[src/rtl/lane_pkg.sv]
// Shared types and encodings for the lane selector and its key-repeat front end.
package lane_pkg;

    // Auto-repeat state machine states
    typedef enum logic [1:0] {
        IDLE   = 2'd0,
        DELAY  = 2'd1,
        REPEAT = 2'd2
    } rep_state_e;

    // Move request encodings on ctl (2'b11 is treated as no request)
    localparam logic [1:0] CTL_NONE = 2'b00;
    localparam logic [1:0] CTL_DEC  = 2'b01;
    localparam logic [1:0] CTL_INC  = 2'b10;

    // True when ctl carries a real move request in either direction
    function automatic logic is_move(input logic [1:0] ctl);
        is_move = (ctl == CTL_DEC) || (ctl == CTL_INC);
    endfunction

endpackage

[src/rtl/key_repeat.sv]
// Press detection and typematic auto-repeat: turns a held ctl level into
// single-cycle step pulses (first step at once, then delay, then period).
module key_repeat
    import lane_pkg::*;
#(
    parameter int REPEAT_DELAY  = 4,
    parameter int REPEAT_PERIOD = 2
) (
    input  logic       clk,
    input  logic       rst,
    input  logic [1:0] ctl,
    output logic       step_dec,
    output logic       step_inc
);

    localparam int CNT_MAX = (REPEAT_DELAY > REPEAT_PERIOD) ? REPEAT_DELAY : REPEAT_PERIOD;
    localparam int CNT_W   = (CNT_MAX > 1) ? $clog2(CNT_MAX) : 1;

    localparam logic [CNT_W-1:0] DELAY_LOAD  = CNT_W'(REPEAT_DELAY - 1);
    localparam logic [CNT_W-1:0] PERIOD_LOAD = CNT_W'(REPEAT_PERIOD - 1);
    localparam logic [CNT_W-1:0] CNT_ZERO    = {CNT_W{1'b0}};
    localparam logic [CNT_W-1:0] CNT_ONE     = CNT_W'(32'd1);

    rep_state_e       state_r;
    rep_state_e       state_nxt_s;
    logic [CNT_W-1:0] cnt_r;
    logic [CNT_W-1:0] cnt_nxt_s;
    logic [1:0]       ctl_prev_r;
    logic             move_s;
    logic             new_press_s;
    logic             step_s;

    assign move_s      = is_move(ctl);
    assign new_press_s = move_s && (ctl != ctl_prev_r);

    // Next-state, counter and step decision for the repeat machine
    always_comb begin
        state_nxt_s = state_r;
        cnt_nxt_s   = cnt_r;
        step_s      = 1'b0;
        case (state_r)
            IDLE: begin
                if (new_press_s) begin
                    step_s      = 1'b1;
                    state_nxt_s = DELAY;
                    cnt_nxt_s   = DELAY_LOAD;
                end else begin
                    state_nxt_s = IDLE;
                    cnt_nxt_s   = cnt_r;
                end
            end
            DELAY, REPEAT: begin
                if (!move_s) begin
                    // Release (00 or 11) aborts the repeat without a step
                    state_nxt_s = IDLE;
                    cnt_nxt_s   = CNT_ZERO;
                end else if (new_press_s) begin
                    // Direct reversal restarts the whole sequence
                    step_s      = 1'b1;
                    state_nxt_s = DELAY;
                    cnt_nxt_s   = DELAY_LOAD;
                end else if (cnt_r == CNT_ZERO) begin
                    step_s      = 1'b1;
                    state_nxt_s = REPEAT;
                    cnt_nxt_s   = PERIOD_LOAD;
                end else begin
                    state_nxt_s = state_r;
                    cnt_nxt_s   = cnt_r - CNT_ONE;
                end
            end
            default: begin
                state_nxt_s = IDLE;
                cnt_nxt_s   = CNT_ZERO;
            end
        endcase
    end

    // State, counter and previous-ctl registers
    always_ff @(posedge clk) begin
        if (rst) begin
            state_r    <= IDLE;
            cnt_r      <= CNT_ZERO;
            ctl_prev_r <= CTL_NONE;
        end else begin
            state_r    <= state_nxt_s;
            cnt_r      <= cnt_nxt_s;
            ctl_prev_r <= ctl;
        end
    end

    assign step_dec = step_s && (ctl == CTL_DEC);
    assign step_inc = step_s && (ctl == CTL_INC);

endmodule

[src/rtl/lane_select.sv]
// Lane selector: holds the current lane, applies wrap/saturate stepping
// and presents registered one-hot, binary and moved outputs.
module lane_select
    import lane_pkg::*;
#(
    parameter int NUM_LANES     = 3,
    parameter int RESET_LANE    = 1,
    parameter int WRAP          = 0,
    parameter int REPEAT_DELAY  = 4,
    parameter int REPEAT_PERIOD = 2
) (
    input  logic                         clk,
    input  logic                         rst,
    input  logic [1:0]                   ctl,
    output logic [NUM_LANES-1:0]         aim,
    output logic [$clog2(NUM_LANES)-1:0] lane,
    output logic                         moved
);

    localparam int LW = $clog2(NUM_LANES);

    localparam logic [LW-1:0] LANE_FIRST = {LW{1'b0}};
    localparam logic [LW-1:0] LANE_LAST  = LW'(NUM_LANES - 1);
    localparam logic [LW-1:0] LANE_RST   = LW'(RESET_LANE);
    localparam logic [LW-1:0] LANE_ONE   = LW'(32'd1);
    localparam bit            WRAP_EN    = (WRAP != 32'sd0);

    logic [LW-1:0]        lane_r;
    logic [LW-1:0]        lane_nxt_s;
    logic [NUM_LANES-1:0] aim_r;
    logic                 moved_r;
    logic                 step_dec_s;
    logic                 step_inc_s;

    // One-hot decode of a lane index
    function automatic logic [NUM_LANES-1:0] lane_onehot(input logic [LW-1:0] idx);
        logic [NUM_LANES-1:0] oh;
        for (int i = 0; i < NUM_LANES; i++) begin
            oh[i] = (idx == LW'(i));
        end
        return oh;
    endfunction

    key_repeat #(
        .REPEAT_DELAY  (REPEAT_DELAY),
        .REPEAT_PERIOD (REPEAT_PERIOD)
    ) u_key_repeat (
        .clk      (clk),
        .rst      (rst),
        .ctl      (ctl),
        .step_dec (step_dec_s),
        .step_inc (step_inc_s)
    );

    // Next lane: step down/up with wrap or saturation at the end lanes
    always_comb begin
        lane_nxt_s = lane_r;
        if (step_dec_s) begin
            if (lane_r == LANE_FIRST) begin
                if (WRAP_EN) begin
                    lane_nxt_s = LANE_LAST;
                end else begin
                    lane_nxt_s = lane_r;
                end
            end else begin
                lane_nxt_s = lane_r - LANE_ONE;
            end
        end else if (step_inc_s) begin
            if (lane_r >= LANE_LAST) begin
                if (WRAP_EN) begin
                    lane_nxt_s = LANE_FIRST;
                end else begin
                    lane_nxt_s = LANE_LAST;
                end
            end else begin
                lane_nxt_s = lane_r + LANE_ONE;
            end
        end else begin
            lane_nxt_s = lane_r;
        end
    end

    // Lane register with its one-hot copy and the change pulse
    always_ff @(posedge clk) begin
        if (rst) begin
            lane_r  <= LANE_RST;
            aim_r   <= lane_onehot(LANE_RST);
            moved_r <= 1'b0;
        end else begin
            lane_r  <= lane_nxt_s;
            aim_r   <= lane_onehot(lane_nxt_s);
            moved_r <= (lane_nxt_s != lane_r);
        end
    end

    assign lane  = lane_r;
    assign aim   = aim_r;
    assign moved = moved_r;

endmodule
[config.mk]
export PLATFORM = sky130hd
export DESIGN_NAME = lane_select
export DESIGN_NICKNAME = d
export VERILOG_FILES = /design/src/rtl/lane_pkg.sv /design/src/rtl/key_repeat.sv /design/src/rtl/lane_select.sv
export SDC_FILE = /design/constraint.sdc
export NUM_CORES = 1
export LEC_CHECK = 0
export ABC_AREA = 1
export CAP_MARGIN = 25
export CORE_AREA = 2 2 39 41
export DETAILED_ROUTE_END_ITERATION = 12
export DIE_AREA = 0 0 41 43
export PLACE_DENSITY = 0.77
export REMOVE_ABC_BUFFERS = 1
export SYNTH_ARGS = -nofsm -noshare
export SYNTH_HDL_FRONTEND = slang
export SYNTH_SLANG_ARGS = --single-unit
export TNS_END_PERCENT = 5
[constraint.sdc]
create_clock -name clk -period 3.05 [get_ports clk]
set_input_delay 0.61 -clock clk [delete_from_list [all_inputs] [get_ports clk]]
set_output_delay 0.61 -clock clk [all_outputs]
set_load 0.03 [all_outputs]
==> impl_results.md <==
- Status: finished, final reports clean
- Die ar.: between 1500 and 2000 µm²
- Final Slew Violations: 0
- Commonest cells in the netlist: nand2_1 (15), inv_1 (13), dfxtp_1 (12), nor2_1 (11), nand2_2 (7)
- Crit path buf inv count: 4
- EDFF count, synth: 0
- Startpoint Class: primary input
- Gr usage total: between 10% and 20%
- WS Path Type: in2reg
- CTS buffer count: 3
- Final setup margin: just over 0.8 ns
- Ports: 10
- Reg2Reg Depth: 11
- Final layout net count: 113
- Final setup vio count: 0
- Maximum clock rate: approximately 450 MHz
- Synth Area in Adders: 7.41%
- Post-CTS sizing: 0
- P_leak: approximately 0.41 nW
- Share of cells above drive strength 1: 22.1%
- Via density per instance: just under 5
- RSZ-0062 raised after global routing: no
- Clk Latency, worst-skew pair: between 0.2 and 0.3 ns
- Endpoints failing hold: 0
- Floorplan row count: 14
- Vias in the first global route: between 500 and 600
- Die X: approximately 40 µm
- Required time of the critical path: 3.22 ns
- Initial antenna violation count: 0
- Placed Area: 786 µm²
- Post-synthesis sequential area ratio: roughly 36%
- Worst clock skew: between 0.005 and 0.006 ns
- Crit-path most repeated cell: inv_2
- Critical Path End Type: register
- Wire length per cell: 9.62 µm
- PnR Total Power: about 0.41 mW
- Met2 GRT Util: about 27%
- Top cells by area, synth: dfxtp_1 (36%), nand2_1 (8.3%), nand2_4 (8.3%)
- Post-DRT Antenna Nets: 0
- Vias: about 580
- Delay-heaviest family, CP: simple AND/OR/NAND/NOR gates
- CP max-delay cell: clkdlybuf4s50_1
- CTS max path bufs: 2
- Gr busiest metal: met2
- Critical-path cell list: clkdlybuf4s50_1, inv_2, ha_1, inv_2, nand2_1, nor2_1, nand2_2, nand2_4, nand2_1, nand3_2, nand2_4, nand2_2, inv_2
- Most common cell in the netlist: nand2_1
- Clock Sink Count: 12
- Syn Std Cell Area: around 680 µm²
- Min cycle time layout: 2.22 ns
- TritonCTS clock tree: built
- Max_slew headroom: between 70% and 80%
- Htree depth: 1
- Synthesis-to-finish area growth: 21.7%
- DRC Markers: 0
- Crit. path cell count: 13
- Root buffer cell: clkbuf_4
- Met1 Usage GRT: around 16%
- CTS Hold Bufs: 0
- Die Span Y: 43 µm
- GR Util met3: roughly 4.7%
- Total gr overflow: 0
- Area leader, netlist: dfxtp_1
- Final cycle utilization of the critical path: 72.9%
- PortBufs: 9
- Final setup TNS: 0 ns
- Simple-Gate Fraction of Synth Area: about two fifths
- Arr. time, crit path: roughly 2.4 ns
- Maxcap violations: 0
- Initial drt markers: 7
- Avg Inst Size Synth: ~7.4 µm²
- Largest net degree at the start of global routing: 8
- Tightest hold margin: roughly 0.5 ns
- First-pass GRT wire length: 1900 µm
- Post-synthesis mux area share: 0%
- Worst hold path type: reg2reg
- Synth Warn #: 0
- Setup bufs post-CTS: 0
- Final Cell Area: just over 800 µm²
- PD cells: approximately 500 nW/µm²
- Ys flop type: dfxtp_1
- Final WL: approximately 1200 µm
- Peak supply drop: approximately 0.36 mV
- Synth top area share: between 30% and 40%
- Netlist cell types: 16
- Mapped Cells: 91
- Synth Area in XOR/XNOR: 0%
- Hold Path Cell Cnt: 2
- Fraction of registers with async set/reset: 0%
- GPL Wtd Cong: ~0.76
- N_diodes: 0
- DPL Wire Length: between 900 and 1000 µm
- Pre-antenna DRT Iters: 4
- Initial core utilization: 48.8%
- Compound-gate portion of the synthesized area: approximately 7.6%
- Area of the core: between 1000 and 1500 µm²
- Worst-Margin Slew: a little over 0.3 ns
- Largest family of logic cells by synthesized area: simple AND/OR/NAND/NOR gates
- Clock transition at path regs: 0.08 ns
- Synthesized flop and latch total: 12
- Crit path max fanout: 6
- Slowest stage delay, CP: between 0.5 and 0.6 ns
- Pre-CTS setup slack: ~0.54 ns
## layout by cell type (no fill, tap or decap)
cell             instances
inv_2                    4
nand2_1                 15
nand4_1                  1
o21ai_0                  2
a21oi_1                  5
nand3_1                  6
clkbuf_4                 3
nand2_2                  7
a211oi_1                 1
ha_1                     4
clkdlybuf4s50_1          9
or2_1                    1
clkbuf_8                 1
nor2_1                  11
o2111ai_1                1
inv_1                   13
nand2_4                  5
nand3_2                  3
dfxtp_1                 12
## path summary, 6_finish.rpt
check / start / endpoint / slack (ns)
setup / recovery: ctl[0] / aim[1]$_SDFF_PP1_ / 0.83
hold / removal: u_key_repeat.state_r[1]$_SDFFE_PP0P_ / u_key_repeat.state_r[1]$_SDFFE_PP0P_ / 0.49
setup reg to reg: u_key_repeat.state_r[0]$_SDFFE_PP0P_ / aim[1]$_SDFF_PP1_ / 1.47
hold reg to reg: u_key_repeat.state_r[1]$_SDFFE_PP0P_ / u_key_repeat.state_r[1]$_SDFFE_PP0P_ / 0.49
## cells by family after synthesis
| logic type | after synthesis |
|---|---|
| AO/OA/AOI/OAI | 9 |
| adder cells (fa/ha/maj) | 4 |
| buffers and inverters | 17 |
| flip-flops | 12 |
| AND/OR/NAND/NOR | 49 |
## metal layers
metal	wire length, µm	part of all wire [%]
met4	17	1.5
met1	500	43
met5	0	0
met2	603	52
met3	33	2.9
## where the power goes
group          internal, mW  switching [mW]  total [mW]
combinational        0.0418          0.0664       0.108
clock                0.0724          0.0506       0.123
sequential            0.170         0.00650       0.177
## flip-flops by register name (all words and copies together), names as in the netlist
register / flops
u_key_repeat.ctl_prev_r: 2
aim: 3
moved: 1
u_key_repeat.state_r: 2
u_key_repeat.cnt_r: 2
lane: 2
## worst reg2reg max path, cell delays in order, from the launching register on
cell and delay, ns:
dfxtp_1 0.36, inv_1 0.05, ha_1 0.29, nand2_1 0.10, nor2_1 0.17, nand2_2 0.09
nand2_4 0.08, nand2_1 0.10, nand3_2 0.11, nand2_4 0.06, nand2_2 0.06, inv_2 0.03
## area by class of cell
class / count / area (µm²)
Tap cell: 16 / 20.0
Inverter: 17 / 63.8
Multi-Input combinational cell: 62 / 372
Sequential cell: 12 / 240
Clock buffer: 4 / 36.3
Fill cell: 131 / 562
Timing Repair Buffer: 9 / 90.1
## metrics by stage
step / std cells / utilization, %
after floorplan: 91 / -
after global placement: 116 / 56.8
after detailed placement: 116 / 56.8
after CTS: 120 / 59.4
after global routing: 120 / 59.4
final: 120 / 59.4
Power figures use the tool's default switching activity.
